### src/rtl/seq_booth_mul.sv
// Sequential radix-2 Booth multiplier producing the full 2*WIDTH-bit product.
// It handles signed and unsigned operands and retires one Booth step per clock.
module seq_booth_mul #(
    parameter int WIDTH = 32,
    parameter int CNT_W = $clog2(WIDTH+2)
) (
    input  logic               clk,
    input  logic               rst,
    input  logic               start,
    input  logic               is_signed,
    input  logic [WIDTH-1:0]   a,
    input  logic [WIDTH-1:0]   b,
    output logic               busy,
    output logic               done,
    output logic [2*WIDTH-1:0] product
);
    localparam int PW = 2*WIDTH + 3;

    typedef enum logic [1:0] {IDLE, RUN, DONE} state_t;

    state_t             state, state_nxt;
    logic [WIDTH:0]     a_q;
    logic [PW-1:0]      p_q;
    logic [CNT_W-1:0]   cnt_q;
    logic [2*WIDTH-1:0] product_q;

    logic               load, fin;
    logic [WIDTH:0]     a_ext, b_ext, upper;
    logic [PW-1:0]      p_step;

    // One extra operand bit lets a single Booth core cover both signednesses.
    assign a_ext = {is_signed & a[WIDTH-1], a};
    assign b_ext = {is_signed & b[WIDTH-1], b};

    always_comb begin
        upper = p_q[PW-1 -: WIDTH+1];
        case (p_q[1:0])
            2'b01:   upper = upper + a_q;
            2'b10:   upper = upper - a_q;
            default: upper = p_q[PW-1 -: WIDTH+1];
        endcase
        p_step = {upper[WIDTH], upper, p_q[WIDTH+1:1]};
    end

    always_ff @(posedge clk or posedge rst) begin
        if (rst) state <= IDLE;
        else     state <= state_nxt;
    end

    always_comb begin
        state_nxt = state;
        load      = 1'b0;
        fin       = 1'b0;
        case (state)
            IDLE: begin
                if (start) begin
                    load      = 1'b1;
                    state_nxt = RUN;
                end
            end
            RUN: begin
                if (cnt_q == CNT_W'(1)) begin
                    fin       = 1'b1;
                    state_nxt = DONE;
                end
            end
            DONE: begin
                if (start) begin
                    load      = 1'b1;
                    state_nxt = RUN;
                end else begin
                    state_nxt = IDLE;
                end
            end
            default: state_nxt = IDLE;
        endcase
    end

    always_ff @(posedge clk or posedge rst) begin
        if (rst) begin
            a_q       <= '0;
            p_q       <= '0;
            cnt_q     <= '0;
            product_q <= '0;
        end else if (load) begin
            a_q   <= a_ext;
            p_q   <= {{(WIDTH+1){1'b0}}, b_ext, 1'b0};
            cnt_q <= CNT_W'(WIDTH+1);
        end else if (state == RUN) begin
            p_q   <= p_step;
            cnt_q <= cnt_q - CNT_W'(1);
            // Low 2*WIDTH bits of the (WIDTH+1)x(WIDTH+1) product, after the last shift.
            if (fin) product_q <= p_step[2*WIDTH:1];
        end
    end

    assign busy    = (state == RUN);
    assign done    = (state == DONE);
    assign product = product_q;
endmodule

### config.mk
export PLATFORM = sky130hd
export DESIGN_NAME = seq_booth_mul
export DESIGN_NICKNAME = d
export VERILOG_FILES = /design/src/rtl/seq_booth_mul.sv
export SDC_FILE = /design/constraint.sdc
export NUM_CORES = 1
export LEC_CHECK = 0
export CORE_ASPECT_RATIO = 1.2
export CORE_MARGIN = 8
export CORE_UTILIZATION = 49
export DETAILED_ROUTE_END_ITERATION = 12
export DONT_BUFFER_PORTS = 1
export PLACE_DENSITY = 0.66
export SETUP_SLACK_MARGIN = 0.2
export SLEW_MARGIN = 20
export SYNTH_ARGS = -nofsm -noshare
export SYNTH_HDL_FRONTEND = slang
export SYNTH_SLANG_ARGS = --single-unit
### constraint.sdc
create_clock -name clk -period 5.8 [get_ports clk]
set_input_delay 1.16 -clock clk [delete_from_list [all_inputs] [get_ports clk]]
set_output_delay 1.16 -clock clk [all_outputs]
set_load 0.05 [all_outputs]
==> metrics.csv <==
stage;metric;value;unit
placed_design;place_congestion;0.849;
clocking;ctsHoldBuffers;0;
detailed_routing;drt_drc_violations_left;0;
timing;finalCritPeriodShare;76.9;%
floorplan;top_level_ports;134;
synthesis;synthArstFlopShare;100;%
timing;maxSlewViolCount;0;
cells_and_area;post_route_cells_drive_above_1_share;7.92;%
clocking;post_cts_repair_timing_setup_buffer_count;0;
cells_and_area;layout.nets;1128;
synthesis;synth_edf_count;0;
detailed_routing;drt.antenna.violating_nets;0;
hold_path;holdCritPathClass;reg2reg;
synthesis;synth.yosys.seq_area_share;45.9;%
timing;tightest_slew;1080;ps
floorplan;floorplan.die_area;23700;um^2
placed_design;io_buffers;0;
timing;max_clock_skew;12.1;ps
floorplan;initial_utilization;49.6;%
timing;achievable-frequency;224;MHz
hold_path;timing.hold.worst_path_depth;2;
synthesis;netlist-cell-type-count;72;
placed_design;pre_cts_ws;1360;ps
synthesis;synth_compound_gate_area_share;16.0;%
synthesis;yosys-mux-area-fraction;3.30;%
cells_and_area;fillers;1714;
detailed_routing;detail_route.first_pass.iterations;4;
synthesis;synth-xor-area-share;5.72;%
cells_and_area;antenna_cells_inserted;0;
critical_path;timing.setup.critical_path_class;reg2reg;
cells_and_area;final-seq-area;4280;um^2
placed_design;post-dp-hpwl;16400;um
synthesis;dominantRegCellSynth;sky130_fd_sc_hd__dfrtp_1;
detailed_routing;via_count;7202;
cells_and_area;flow.area_growth_from_synthesis;8.71;%
critical_path;crit_path_end_kind;flop;
critical_path;worst_ep_required_time;6070;ps
synthesis;yosys.area_share.adder;5.05;%
clocking;cts.repair.resized;0;
timing;minimum_setup_slack_in_the_final_design;1340;ps
timing;period_minus_slack;4460;ps
clocking;cts_tree;yes;
timing;grt_setup_unrepaired;false;
cells_and_area;layout.cells.most_common_list;sky130_fd_sc_hd__nand2_1 (317), sky130_fd_sc_hd__dfrtp_1 (171), sky130_fd_sc_hd__o21ai_0 (62);
synthesis;synth.avg_cell_area;8.89;um^2
detailed_routing;routed_wire_length_per_instance;18.2;um
clocking;cts.clk_slew.worst_paths;70;ps
critical_path;critical_path.startpoint_type;flop;
status;status;finished, final reports clean;
cells_and_area;layout.cells.most_common;sky130_fd_sc_hd__nand2_1;
grt;grt_pass1_wl;38700;um
timing;final_hold_viol_count;0;
synthesis;synth_top_family_by_area;simple AND/OR/NAND/NOR gates;
clocking;clock-root-buffer;sky130_fd_sc_hd__clkbuf_16;
detailed_routing;wl_final;23500;um
grt;global_route.usage.total;20.4;%
synthesis;synth_warnings;0;
clocking;clock-sinks;171;
floorplan;fp.dieW;142;um
floorplan;floorplan_core_area;18800;um^2
detailed_routing;drtIter0Drc;457;
floorplan;placement_rows;55;
grt;via_count_of_the_first_global_routing_pass;7190;
detailed_routing;routed_via_density;5.57;
synthesis;simple_gate_share_of_the_synthesized_area;21.1;%
job;max-cap-violations;0;
floorplan;y_dimension_of_the_die;167;um
critical_path;timing.reg2reg.worst_path_depth;16;
clocking;cts_buffers;17;
critical_path;path_max_fanout;6;
grt;grt_remaining_overflow;0;
cells_and_area;multi_input_comb_area;4800;um^2
synthesis;postSynthCellCount;1049;
synthesis;syn_nets;1154;
timing;setup-violations-final;0;
synthesis;number_of_storage_elements_in_the_synthesis_netlist;171;
timing;timing.slew.headroom;27.6;%
grt;grt_antenna_before_repair;1;
clocking;h-tree-depth;4;
clocking;clkLatencyLatePin;430;ps
clocking;clock_path_buffers;2;
timing;sum_of_negative_setup_slack;0;ps
critical_path;critical_path_arrival;4730;ps
synthesis;mappedNetlistArea;9320;um^2
grt;maximum_number_of_pins_on_one_net_before_global_route_repair;93;
[metal layers]
layer	global-route usage, %	up-vias	wire, um
li1	-	3559	-
met1	25.3	3453	10200
met2	33.2	162	11100
met3	6.51	26	1750
met4	5.99	2	435
met5	0	-	13
[per-stage QoR]
stage / area (um^2) / cells / utilization (%) / hold WS (ps)
2_1_floorplan: 9330 / 1049 / - / 447
3_3_place_gp: 9540 / 1260 / 50.8 / 465
6_report: 10100 / 1292 / 53.9 / 495
4_1_cts: 10100 / 1292 / 53.9 / 497
5_1_grt: 10100 / 1292 / 53.9 / 512
3_5_place_dp: 9540 / 1260 / 50.8 / 482
[cell usage after synthesis, types with 2 or more instances]
cell type | n | area (um^2)
sky130_fd_sc_hd__nand2_1 | 318 | 1190
sky130_fd_sc_hd__dfrtp_1 | 171 | 4280
sky130_fd_sc_hd__o21ai_0 | 62 | 310
sky130_fd_sc_hd__xnor2_1 | 52 | 455
sky130_fd_sc_hd__nor2_1 | 47 | 176
sky130_fd_sc_hd__a21oi_1 | 44 | 220
sky130_fd_sc_hd__clkbuf_1 | 44 | 165
sky130_fd_sc_hd__ha_1 | 36 | 450
sky130_fd_sc_hd__a22oi_1 | 32 | 240
sky130_fd_sc_hd__nor3_1 | 19 | 95.1
sky130_fd_sc_hd__inv_1 | 16 | 60.1
sky130_fd_sc_hd__nand3_1 | 16 | 80.1
sky130_fd_sc_hd__mux2i_1 | 15 | 150
sky130_fd_sc_hd__mux2_2 | 14 | 158
sky130_fd_sc_hd__a21o_1 | 13 | 97.6
sky130_fd_sc_hd__a22o_1 | 12 | 105
sky130_fd_sc_hd__o21ai_1 | 10 | 50.1
sky130_fd_sc_hd__and3_1 | 8 | 50.1
sky130_fd_sc_hd__nor3b_1 | 8 | 60.1
sky130_fd_sc_hd__a31oi_1 | 7 | 43.8
sky130_fd_sc_hd__buf_1 | 7 | 26.3
sky130_fd_sc_hd__nand2b_1 | 7 | 43.8
sky130_fd_sc_hd__nor2b_1 | 7 | 43.8
sky130_fd_sc_hd__xor2_1 | 7 | 61.3
sky130_fd_sc_hd__nor4_1 | 6 | 37.5
sky130_fd_sc_hd__and2_1 | 5 | 31.3
sky130_fd_sc_hd__or3_1 | 5 | 31.3
sky130_fd_sc_hd__o211ai_1 | 4 | 30.0
sky130_fd_sc_hd__a2111oi_0 | 3 | 26.3
sky130_fd_sc_hd__a21oi_2 | 3 | 26.3
sky130_fd_sc_hd__o21a_1 | 3 | 22.5
sky130_fd_sc_hd__or4_1 | 3 | 22.5
sky130_fd_sc_hd__a211o_1 | 2 | 17.5
sky130_fd_sc_hd__a311oi_1 | 2 | 17.5
sky130_fd_sc_hd__buf_2 | 2 | 10.0
sky130_fd_sc_hd__nand4_1 | 2 | 12.5
sky130_fd_sc_hd__o31ai_1 | 2 | 15.0
[worst max-delay path: stages, from the launching register on]
cell	delay, ps
sky130_fd_sc_hd__dfrtp_1	430
sky130_fd_sc_hd__or4_1	590
sky130_fd_sc_hd__nor3_4	250
sky130_fd_sc_hd__and3_1	270
sky130_fd_sc_hd__a21o_1	230
sky130_fd_sc_hd__o21ai_0	200
sky130_fd_sc_hd__xnor2_1	260
sky130_fd_sc_hd__ha_1	310
sky130_fd_sc_hd__a21o_1	220
sky130_fd_sc_hd__a21oi_1	200
sky130_fd_sc_hd__o21ai_1	80
sky130_fd_sc_hd__a2111oi_0	570
sky130_fd_sc_hd__nor2_1	130
sky130_fd_sc_hd__o31ai_2	220
sky130_fd_sc_hd__xnor2_1	90
sky130_fd_sc_hd__mux2i_1	180
sky130_fd_sc_hd__o21ai_1	90
[logic make-up (layout without fill, tap and decap cells)]
family	count (synthesis)	after routing
flops	171	171
mux	29	29
simple gates	460	460
buf+inv	71	58
compound gates	221	221
xor+xnor	60	60
fa+ha+maj	37	37
[cell type report]
type,instances,share of cell area [%]
multi-input cells,807,47.3
flip-flops and latches,171,42.2
clock buffers,17,4.20
well taps,256,3.16
clock inverters,15,1.67
repair buffers,8,0.716
inverters,18,0.704
[worst paths after layout]
check,startpoint,to,slack [ps]
max,a_q[3]$_DFFE_PP0P_,p_q[62]$_DFFE_PP0P_,1340
min in group asynchronous,rst,product[32]$_DFFE_PP0P_,690
min,a_q[32]$_DFFE_PP0P_,a_q[32]$_DFFE_PP0P_,500
min reg2reg,a_q[32]$_DFFE_PP0P_,a_q[32]$_DFFE_PP0P_,500
max in group asynchronous,rst,product[48]$_DFFE_PP0P_,4040
max reg2reg,a_q[3]$_DFFE_PP0P_,p_q[62]$_DFFE_PP0P_,1340
[sequential cells by signal, summed over array words and instances, names as in the netlist]
register / flops
cnt_q: 6
product: 64
a_q: 33
p_q: 66
state: 2
Power is left out: the tool's default activity adds up to more than one toggle a clock period on the data nets, which glitch-free logic cannot reach.
